## config.mk

```make
export PLATFORM = sky130hd
export DESIGN_NAME = start_sequencer
export DESIGN_NICKNAME = d
export VERILOG_FILES = /design/src/rtl/start_sequencer_pkg.sv /design/src/rtl/start_sequencer_tick_divider.sv /design/src/rtl/start_sequencer.sv
export SDC_FILE = /design/constraint.sdc
export NUM_CORES = 1
export LEC_CHECK = 0
export CAP_MARGIN = 20
export CORE_AREA = 2 2 58 60
export DETAILED_ROUTE_END_ITERATION = 8
export DIE_AREA = 0 0 60 62
export GPL_ROUTABILITY_DRIVEN = 0
export PLACE_DENSITY_LB_ADDON = 0.12
export SYNTH_ARGS = -nofsm -noshare
export SYNTH_HDL_FRONTEND = slang
export SYNTH_SLANG_ARGS = --single-unit
```

## constraint.sdc

```tcl
create_clock -name Clock -period 1.7 [get_ports Clock]
set_input_delay 0.34 -clock Clock [delete_from_list [all_inputs] [get_ports Clock]]
set_output_delay 0.34 -clock Clock [all_outputs]
set_load 0.1 [all_outputs]
```

## src/rtl/start_sequencer_pkg.sv

```systemverilog
// Shared state encoding and run-length arithmetic for the start sequencer and its bench.
package start_sequencer_pkg;

    typedef enum logic [2:0] {
        ST_IDLE   = 3'd0,
        ST_LAUNCH = 3'd1,
        ST_RUN    = 3'd2,
        ST_DRAIN  = 3'd3,
        ST_DONE   = 3'd4
    } state_t;

    // Cycles spent in RUN for one counter run: 2^w ticks at one per (d+1) cycles, plus the End cycle.
    function automatic int unsigned run_len(input int unsigned w, input int unsigned d);
        return (32'd1 << w) * (d + 32'd1) + 32'd1;
    endfunction

endpackage

```

## src/rtl/start_sequencer_tick_divider.sv

```systemverilog
// Prescaler: Tick fires when the count equals Div, then the count wraps to zero.
module tick_divider #(
    parameter int pwidth = 8
) (
    input  logic              Clock,
    input  logic              ResetN,
    input  logic              Clear,
    input  logic              En,
    input  logic [pwidth-1:0] Div,
    output logic              Tick
);

    logic [pwidth-1:0] cnt;

    assign Tick = En && (cnt == Div);

    always_ff @(posedge Clock or negedge ResetN) begin
        if (!ResetN)
            cnt <= '0;
        else if (Clear)
            cnt <= '0;
        else if (En)
            cnt <= Tick ? '0 : cnt + pwidth'(1);
    end

endmodule

```

## src/rtl/start_sequencer.sv

```systemverilog
// Burst sequencer driving a downstream start counter: launches N prescaled counter runs per request.
module start_sequencer
    import start_sequencer_pkg::*;
#(
    parameter int width  = 4,
    parameter int pwidth = 8,
    parameter int bwidth = 4
) (
    input  logic              Clock,
    input  logic              ResetN,
    input  logic              Req,
    input  logic [pwidth-1:0] Div,
    input  logic [bwidth-1:0] Burst,
    input  logic              Abort,
    input  logic              CntEnd,
    input  logic              CntBusy,
    output logic              Start,
    output logic              CountEn,
    output logic              Ack,
    output logic              Done,
    output logic              Active,
    output logic [bwidth-1:0] Remaining,
    output logic              Error
);

    state_t            state, state_nxt;
    logic [pwidth-1:0] div_q;
    logic [bwidth-1:0] burst_q;
    logic [bwidth-1:0] rem_q;
    logic [bwidth-1:0] rem_dec;
    logic              ack_q;
    logic              err_q;
    logic              tick;
    logic              accept;
    logic [31:0]       run_cyc;
    logic [31:0]       run_exp;

    assign accept  = (state == ST_IDLE) && Req && !Abort && !CntBusy;
    assign rem_dec = rem_q - bwidth'(1);

    // LAUNCH always precedes RUN, so holding the prescaler clear outside RUN clears it on entry.
    tick_divider #(.pwidth(pwidth)) u_div (
        .Clock  (Clock),
        .ResetN (ResetN),
        .Clear  (state != ST_RUN),
        .En     (state == ST_RUN),
        .Div    (div_q),
        .Tick   (tick)
    );

    always_ff @(posedge Clock or negedge ResetN) begin
        if (!ResetN)
            state <= ST_IDLE;
        else
            state <= state_nxt;
    end

    always_comb begin
        state_nxt = state;
        case (state)
            ST_IDLE:   if (accept) state_nxt = (Burst == '0) ? ST_DONE : ST_LAUNCH;
            ST_LAUNCH: state_nxt = Abort ? ST_DRAIN : ST_RUN;
            ST_RUN: begin
                if (CntEnd) begin
                    if (Abort)
                        state_nxt = ST_IDLE;
                    else
                        state_nxt = (rem_dec == '0) ? ST_DONE : ST_LAUNCH;
                end else if (!CntBusy) begin
                    state_nxt = ST_IDLE;
                end else if (Abort) begin
                    state_nxt = ST_DRAIN;
                end
            end
            ST_DRAIN:  if (CntEnd) state_nxt = ST_IDLE;
            ST_DONE:   state_nxt = ST_IDLE;
            default:   state_nxt = ST_IDLE;
        endcase
    end

    always_comb begin
        Start   = 1'b0;
        CountEn = 1'b0;
        Done    = 1'b0;
        Active  = 1'b1;
        case (state)
            ST_IDLE:   Active  = 1'b0;
            ST_LAUNCH: Start   = 1'b1;
            ST_RUN:    CountEn = tick;
            ST_DRAIN:  CountEn = 1'b1;
            ST_DONE:   Done    = 1'b1;
            default:   Active  = 1'b0;
        endcase
    end

    // A counter that stops responding (no End, no Busy) mid-run is a protocol error.
    always_ff @(posedge Clock or negedge ResetN) begin
        if (!ResetN) begin
            div_q   <= '0;
            burst_q <= '0;
            rem_q   <= '0;
            ack_q   <= 1'b0;
            err_q   <= 1'b0;
        end else begin
            ack_q <= accept;
            if (accept) begin
                div_q   <= Div;
                burst_q <= Burst;
                rem_q   <= Burst;
                err_q   <= 1'b0;
            end else begin
                case (state)
                    ST_LAUNCH: if (Abort) rem_q <= '0;
                    ST_RUN: begin
                        if (CntEnd)
                            rem_q <= Abort ? '0 : rem_dec;
                        else if (!CntBusy)
                            err_q <= 1'b1;
                        else if (Abort)
                            rem_q <= '0;
                    end
                    default: ;
                endcase
            end
        end
    end

    always_ff @(posedge Clock or negedge ResetN) begin
        if (!ResetN)
            run_cyc <= '0;
        else if (state == ST_RUN)
            run_cyc <= run_cyc + 32'd1;
        else
            run_cyc <= '0;
    end

    assign run_exp   = run_len(width, 32'(div_q));
    assign Ack       = ack_q;
    assign Remaining = rem_q;
    assign Error     = err_q;

    // A well-behaved counter ends exactly on the last cycle of the nominal run.
    a_run_len: assert property (@(posedge Clock) disable iff (!ResetN)
        (state == ST_RUN && CntEnd) |-> (run_cyc + 32'd1 == run_exp));

    a_rem_bound: assert property (@(posedge Clock) disable iff (!ResetN)
        rem_q <= burst_q);

endmodule

```

==> metrics, run 1 <==
detailed-placement wirelength estimate 2.54 mm; share of post-route cells with drive strength above 1 0.369; Via-to-Cell Ratio 4.85; M2 GR Usage 0.326; met1 usage 0.292; outcome finished, violations left; synth top area cells dfrtp_1, nand2_1, xnor2_1, buf_6, nor2_1; Non-Filler Instances around 270; clk_skew about 0.0050 ns; core area ~0.0032 mm²; worst slack at placement -0.181 ns; initial antenna violation count 0; EDFF count, synth 0; First DRT Iteration DRCs about 40; Area Overhead vs Synth 51.7%; Inst Count DP between 200 and 250; crit share post-route 1.22; CP Launch Type flop; power per cell area between 1500 and 2000 mW/mm²; Setup Crit Path Kind flop to primary output; Post-CTS Hold Buffers 0; DRT Pass-1 Iters 4; TritonCTS Sinks 25; top cell type by total area after synthesis dfrtp_1; Critical Path Start u_div.cnt[1]; Final setup viols 2; complex-gate fraction of the synthesized area 0.124; Nets approximately 240; Die H 62 µm; largest net degree at the start of global routing 26; GR peak layer met2; Synth Register Bits 25; total power between 4 and 5 mW; first-pass GRT wire length approximately 5.7 mm; met3 usage 0.0393; gr ovfl total 0; post-synthesis adder-cell area fraction 0.0247; CTS max path bufs 2; Post-route DRC 0; Hold Path Class input port to asynchronous set/reset pin; RSZ-0062 raised after global routing true; WP data arrival 1.73 ns; asr flop ratio synth 1.00; fin crit period about 2.1 ns; worst vdd ir approximately 880 µV; via count 1,301; max_cap viols 0; TritonCTS clock tree yes; Post-Synthesis Cell Area about 0.0015 mm²; XOR/XNOR share of the synthesized area 0.104; failing checks negative setup slack; Ports 28; Synthesized Nets 175; Clk pin slew, worst setup/hold paths between 0.1 and 0.15 ns; largest family of logic cells by synthesized area simple AND/OR/NAND/NOR gates; actual slew at the worst max-slew pin roughly 0.35 ns; crit path max fanout 2; CP Capture Type primary output; Mapped Cells 154; CTS Buf Count 3; latest clock arrival within the worst-skew pair between 0.3 and 0.4 ns; simple-gate portion of the synthesized area 0.269; max-slew violation count 0; Die Width approximately 60 µm; synth warn 0; ANT cells 0; GRT Util Overall 0.208; Yosys cell types 40; H-tree levels 1; vias in the first global route 1,284; Buffers on Ports 27; final hold violations 0; register area share after synthesis 0.412; worst flop-to-flop path startpoint state[2]; clk root buf clkbuf_4; Detail Route Antenna Nets 0; final setup margin -0.374 ns; cell row count 21; post-synth top area share 0.412; WL final between 3 and 4 mm; Slew HR 0.767; top_reg_cell synth dfrtp_1; leakage about 1.0 nW; worst hold slack around 0.36 ns; Routed WL per cell 12.8 µm; Mean Syn Cell Area between 9 and 10 µm²; mux contribution to synthesized area 0; critical path required time 1.36 ns; fmax around 480 MHz; Initial Util 0.477; Die Area between 0.003 and 0.004 mm²
-- path summary, 6_finish.rpt --
check	slack (ns)	depth (start not counted)	endpoint
max	-0.37	5	CountEn
max in group asynchronous	1.07	2	Remaining[1]
min	0.36	2	u_div.cnt[3]
min reg2reg	0.53	2	div_q[7]
min in group Clock	0.53	3	div_q[3]
max reg2reg	0.14	7	Remaining[1]
-- synthesized netlist by cell type (2+ instances only) --
cell       n
buf_6      5
o31ai_1    3
dfrtp_1   25
ha_1       3
o21ai_0    2
nor2_1    15
o211ai_2   2
nor3b_1    2
a21oi_1    6
xor2_1     3
inv_1      5
xnor2_1   15
o211ai_1   2
nor3_1     2
nand3_1    4
nand2_1   36
-- flip-flops by register name (all words and copies together), names as in the netlist --
signal	count
div_q	8
u_div.cnt	8
Remaining	4
state	3
Ack	1
Error	1
-- cells in the final DEF, fill, tap and decap left out, types with 3 or more instances in the layout --
cell type        instances
a21oi_1                  6
buf_12                  10
buf_4                   39
buf_6                    4
clkbuf_4                 3
clkdlybuf4s50_1         17
dfrtp_1                 20
dfrtp_2                  5
ha_1                     3
inv_1                    5
nand2_1                 36
nand3_1                  4
nor2_1                  15
o31ai_1                  3
xnor2_1                 14
xor2_1                   3
-- critical path: stages, from the launching register on --
cell and delay [ns]:
dfrtp_1 0.42, xnor2_1 0.18, nand2_1 0.11, o41ai_2 0.31, and3_4 0.23, buf_12 0.17
-- routing by layer --
metal | part of all wire | up-vias | wire length (µm)
met5 | 0 | - | 0
met4 | 0.013 | 0 | 44
met3 | 0.038 | 5 | 132
met2 | 0.46 | 30 | 1580
met1 | 0.49 | 610 | 1680
li1 | - | 656 | -
-- layout make-up --
type                       instances  area [µm²]
fill                             249         877
multi-input combinational        117         853
timing repair buffer              70         708
sequential                        25         632
tap                               46        57.6
clock buffer                       4        26.3
inverter                           6        25.0
-- report_power, final --
part | leakage, nW | internal (mW) | switching [mW] | total [mW]
Clock | 0.0150 | 0.0919 | 0.177 | 0.269
Combinational | 0.698 | 1.35 | 1.61 | 2.96
Sequential | 0.318 | 0.804 | 0.261 | 1.07
Total | 1.03 | 2.25 | 2.05 | 4.30
-- stage by stage --
stage,utilization,TNS (ns),cell area [µm²]
after floorplan,-,-0.990,1560
after global placement,0.669,-1.63,2130
after detailed placement,0.669,-2.07,2130
after CTS,0.701,-0.430,2230
after global routing,0.724,-0.606,2300
final,0.724,-0.392,2300
-- repair_timing --
action / in CTS / in global routing
pin swaps: 5 / 7
setup endpoints to repair: 4 / 5
setup buffers: 9 / 6
gates resized for setup: 4 / 5
-- cell families (layout without fill, tap and decap cells) --
family	Yosys count	in the layout
compound gates	23	23
xor+xnor	18	18
flops	25	25
simple gates	73	73
buf+inv	12	80
fa+ha+maj	3	3
(Power assumes the default switching activity.)
==> run 2: changes to the inputs <==
--- a/config.mk
+++ b/config.mk
@@ -6,8 +6,9 @@
 export NUM_CORES = 1
 export LEC_CHECK = 0
+export ABC_CLOCK_PERIOD_IN_PS = 2400
 export CAP_MARGIN = 20
-export CORE_AREA = 2 2 58 60
+export CORE_AREA = 2 2 56 58
 export DETAILED_ROUTE_END_ITERATION = 8
-export DIE_AREA = 0 0 60 62
+export DIE_AREA = 0 0 58 60
 export GPL_ROUTABILITY_DRIVEN = 0
 export PLACE_DENSITY_LB_ADDON = 0.12
==> constraint.sdc (replaced) <==
create_clock -name Clock -period 2.4 [get_ports Clock]
set_input_delay 0.48 -clock Clock [delete_from_list [all_inputs] [get_ports Clock]]
set_output_delay 0.48 -clock Clock [all_outputs]
set_load 0.05 [all_outputs]
==> run 2 against run 1 <==
Net effect: the flow now finishes without violations; power down 50%; clock power shrank 28%; die area shrank 6.5%; largest power group unchanged; clock skew barely moved; final cell count down 20%; critical path depth stayed put; via count is 14% lower; critical path type unchanged; critical endpoint unchanged.
==> metrics, run 2 (same netlist as run 1, synthesis figures left out) <==
Routed WL per cell 13.8 µm; critical path required time ~1.9 ns; TritonCTS clock tree yes; Setup Crit Path Kind flop to primary output; initial antenna violation count 0; FF-to-FF setup slack between 0.6 and 0.7 ns; Initial Util 0.523; clk_skew 0.00448 ns; GRT Util Overall 0.197; First DRT Iteration DRCs 41; TNS Setup 0 ns; CP Capture Type primary output; family with the most delay on the worst path flip-flops; detailed-placement wirelength estimate roughly 2.3 mm; final setup margin approximately 0.11 ns; Detail Route Antenna Nets 0; Critical Path, Cell by Cell xnor2_1 -> nand2_1 -> o41ai_2 -> and3_1 -> buf_12; postcts setup bufs 0; crit share post-route 0.954; Die Width approximately 58 µm; outcome complete, no violations; Die Area roughly 0.0035 mm²; TritonCTS Sinks 25; H-tree levels 1; Area Overhead vs Synth 20.0%; most frequent cells in the layout nand2_1, dfrtp_1, clkdlybuf4s50_1; worst flop-to-flop path startpoint state[1]; max-slew violation count 0; Reg2Reg Depth 4; final hold violations 0; fillers about 260; crit path max fanout 5; vias in the first global route roughly 1,100; instance count on the critical path 5; Nets between 200 and 250; WL final ~3 mm; ANT cells 0; Via-to-Cell Ratio approximately 5.2; post-CTS sizing 0; fin crit period 2.29 ns; CP Launch Type flop; worst vdd ir 845 µV; Post-CTS Hold Buffers 0; latest clock arrival within the worst-skew pair roughly 0.32 ns; via count roughly 1,100; largest net degree at the start of global routing 26; Final setup viols 0; met3 wire length 140 µm; worst slack at placement 0.291 ns; Hold Path Class input port to asynchronous set/reset pin; cell row count 20; fmax roughly 440 MHz; power per cell area 1180 mW/mm²; gr ovfl total 0; Slew HR 0.626; Clk pin slew, worst setup/hold paths around 0.14 ns; met2 wire len 1.30 mm; commonest non-fill, non-tap cell in the layout nand2_1; WP data arrival 1.81 ns; slowest CP cell dfrtp_2; actual slew at the worst max-slew pin ~0.56 ns; RSZ-0062 raised after global routing false; core area slightly below 0.003 mm²; first-pass GRT wire length between 5 and 6 mm; max layer used met4; share of post-route cells with drive strength above 1 0.155; max_cap viols 0; CTS Buf Count 3; end of the worst register-to-register path Remaining[1]; Buffers on Ports 27; clk root buf clkbuf_4; Largest stage delay, worst path 0.47 ns; Post-route DRC 0; Ports 28; CP bufs+invs 1; leakage a little under 0.8 nW; DRT Pass-1 Iters 4; Met1 Wirelength ~1.5 mm; CTS max path bufs 2; Die H approximately 60 µm
[run 2: changes by cell type in the layout (fill, tap and decap cells not counted), moves of 4 or more]
cell / previous run / this run
buf_12: 10 / 2
clkdlybuf4s50_1: 17 / 23
buf_4: 39 / 4
buf_6: 4 / 0
dfrtp_1: 20 / 24
dfrtp_2: 5 / 1
[run 2: worst max path at each step]
stage	from	endpoint	slack (ns)
after floorplan	state[1]	Remaining[1]	0.06
after global placement	CntBusy	Remaining[0]	0.32
after detailed placement	CntBusy	Remaining[0]	0.29
after CTS	u_div.cnt[2]	CountEn	0.03
after global routing	u_div.cnt[2]	CountEn	0.007
final	u_div.cnt[2]	CountEn	0.11
[run 2: power breakdown]
part / switching [mW] / internal (mW) / leakage, nW / total, mW
Clock: 0.130 / 0.0637 / 0.0139 / 0.194
Sequential: 0.209 / 0.561 / 0.322 / 0.771
Combinational: 0.680 / 0.505 / 0.434 / 1.18
[run 2: area by class of cell]
class	instances	area (µm²)	share of cell area
Tap cell	33	41.3	0.0227
Sequential cell	25	627	0.344
Clock buffer	3	22.5	0.0124
Inverter	6	25.0	0.0137
Multi-Input combinational cell	117	798	0.438
Clock inverter	1	7.51	0.00412
Timing Repair Buffer	29	300	0.165
[run 2: routing by layer]
metal  GRT usage  vias to the layer above
li1            -                      576
met1       0.297                      520
met2       0.292                       24
met3      0.0476                        2
met4      0.0299                        0
met5           0                        -
[run 2: per-stage QoR]
stage | instances | util | hold slack, ns | power [mW] | cell area [µm²]
3_5_place_dp | 210 | 0.614 | 0.495 | 1.96 | 1780
2_1_floorplan | 154 | - | 0.184 | 1.63 | 1520
6_report | 214 | 0.628 | 0.496 | 2.15 | 1820
5_1_grt | 214 | 0.628 | 0.520 | 2.30 | 1820
3_3_place_gp | 210 | 0.614 | 0.489 | 1.93 | 1780
4_1_cts | 214 | 0.625 | 0.504 | 2.15 | 1810
==> run 3: changes to the inputs <==
- CAP_MARGIN: 20 -> 10
==> results of run 3 <==
The final DEF is identical to that of run 2; final timing and power are the same.
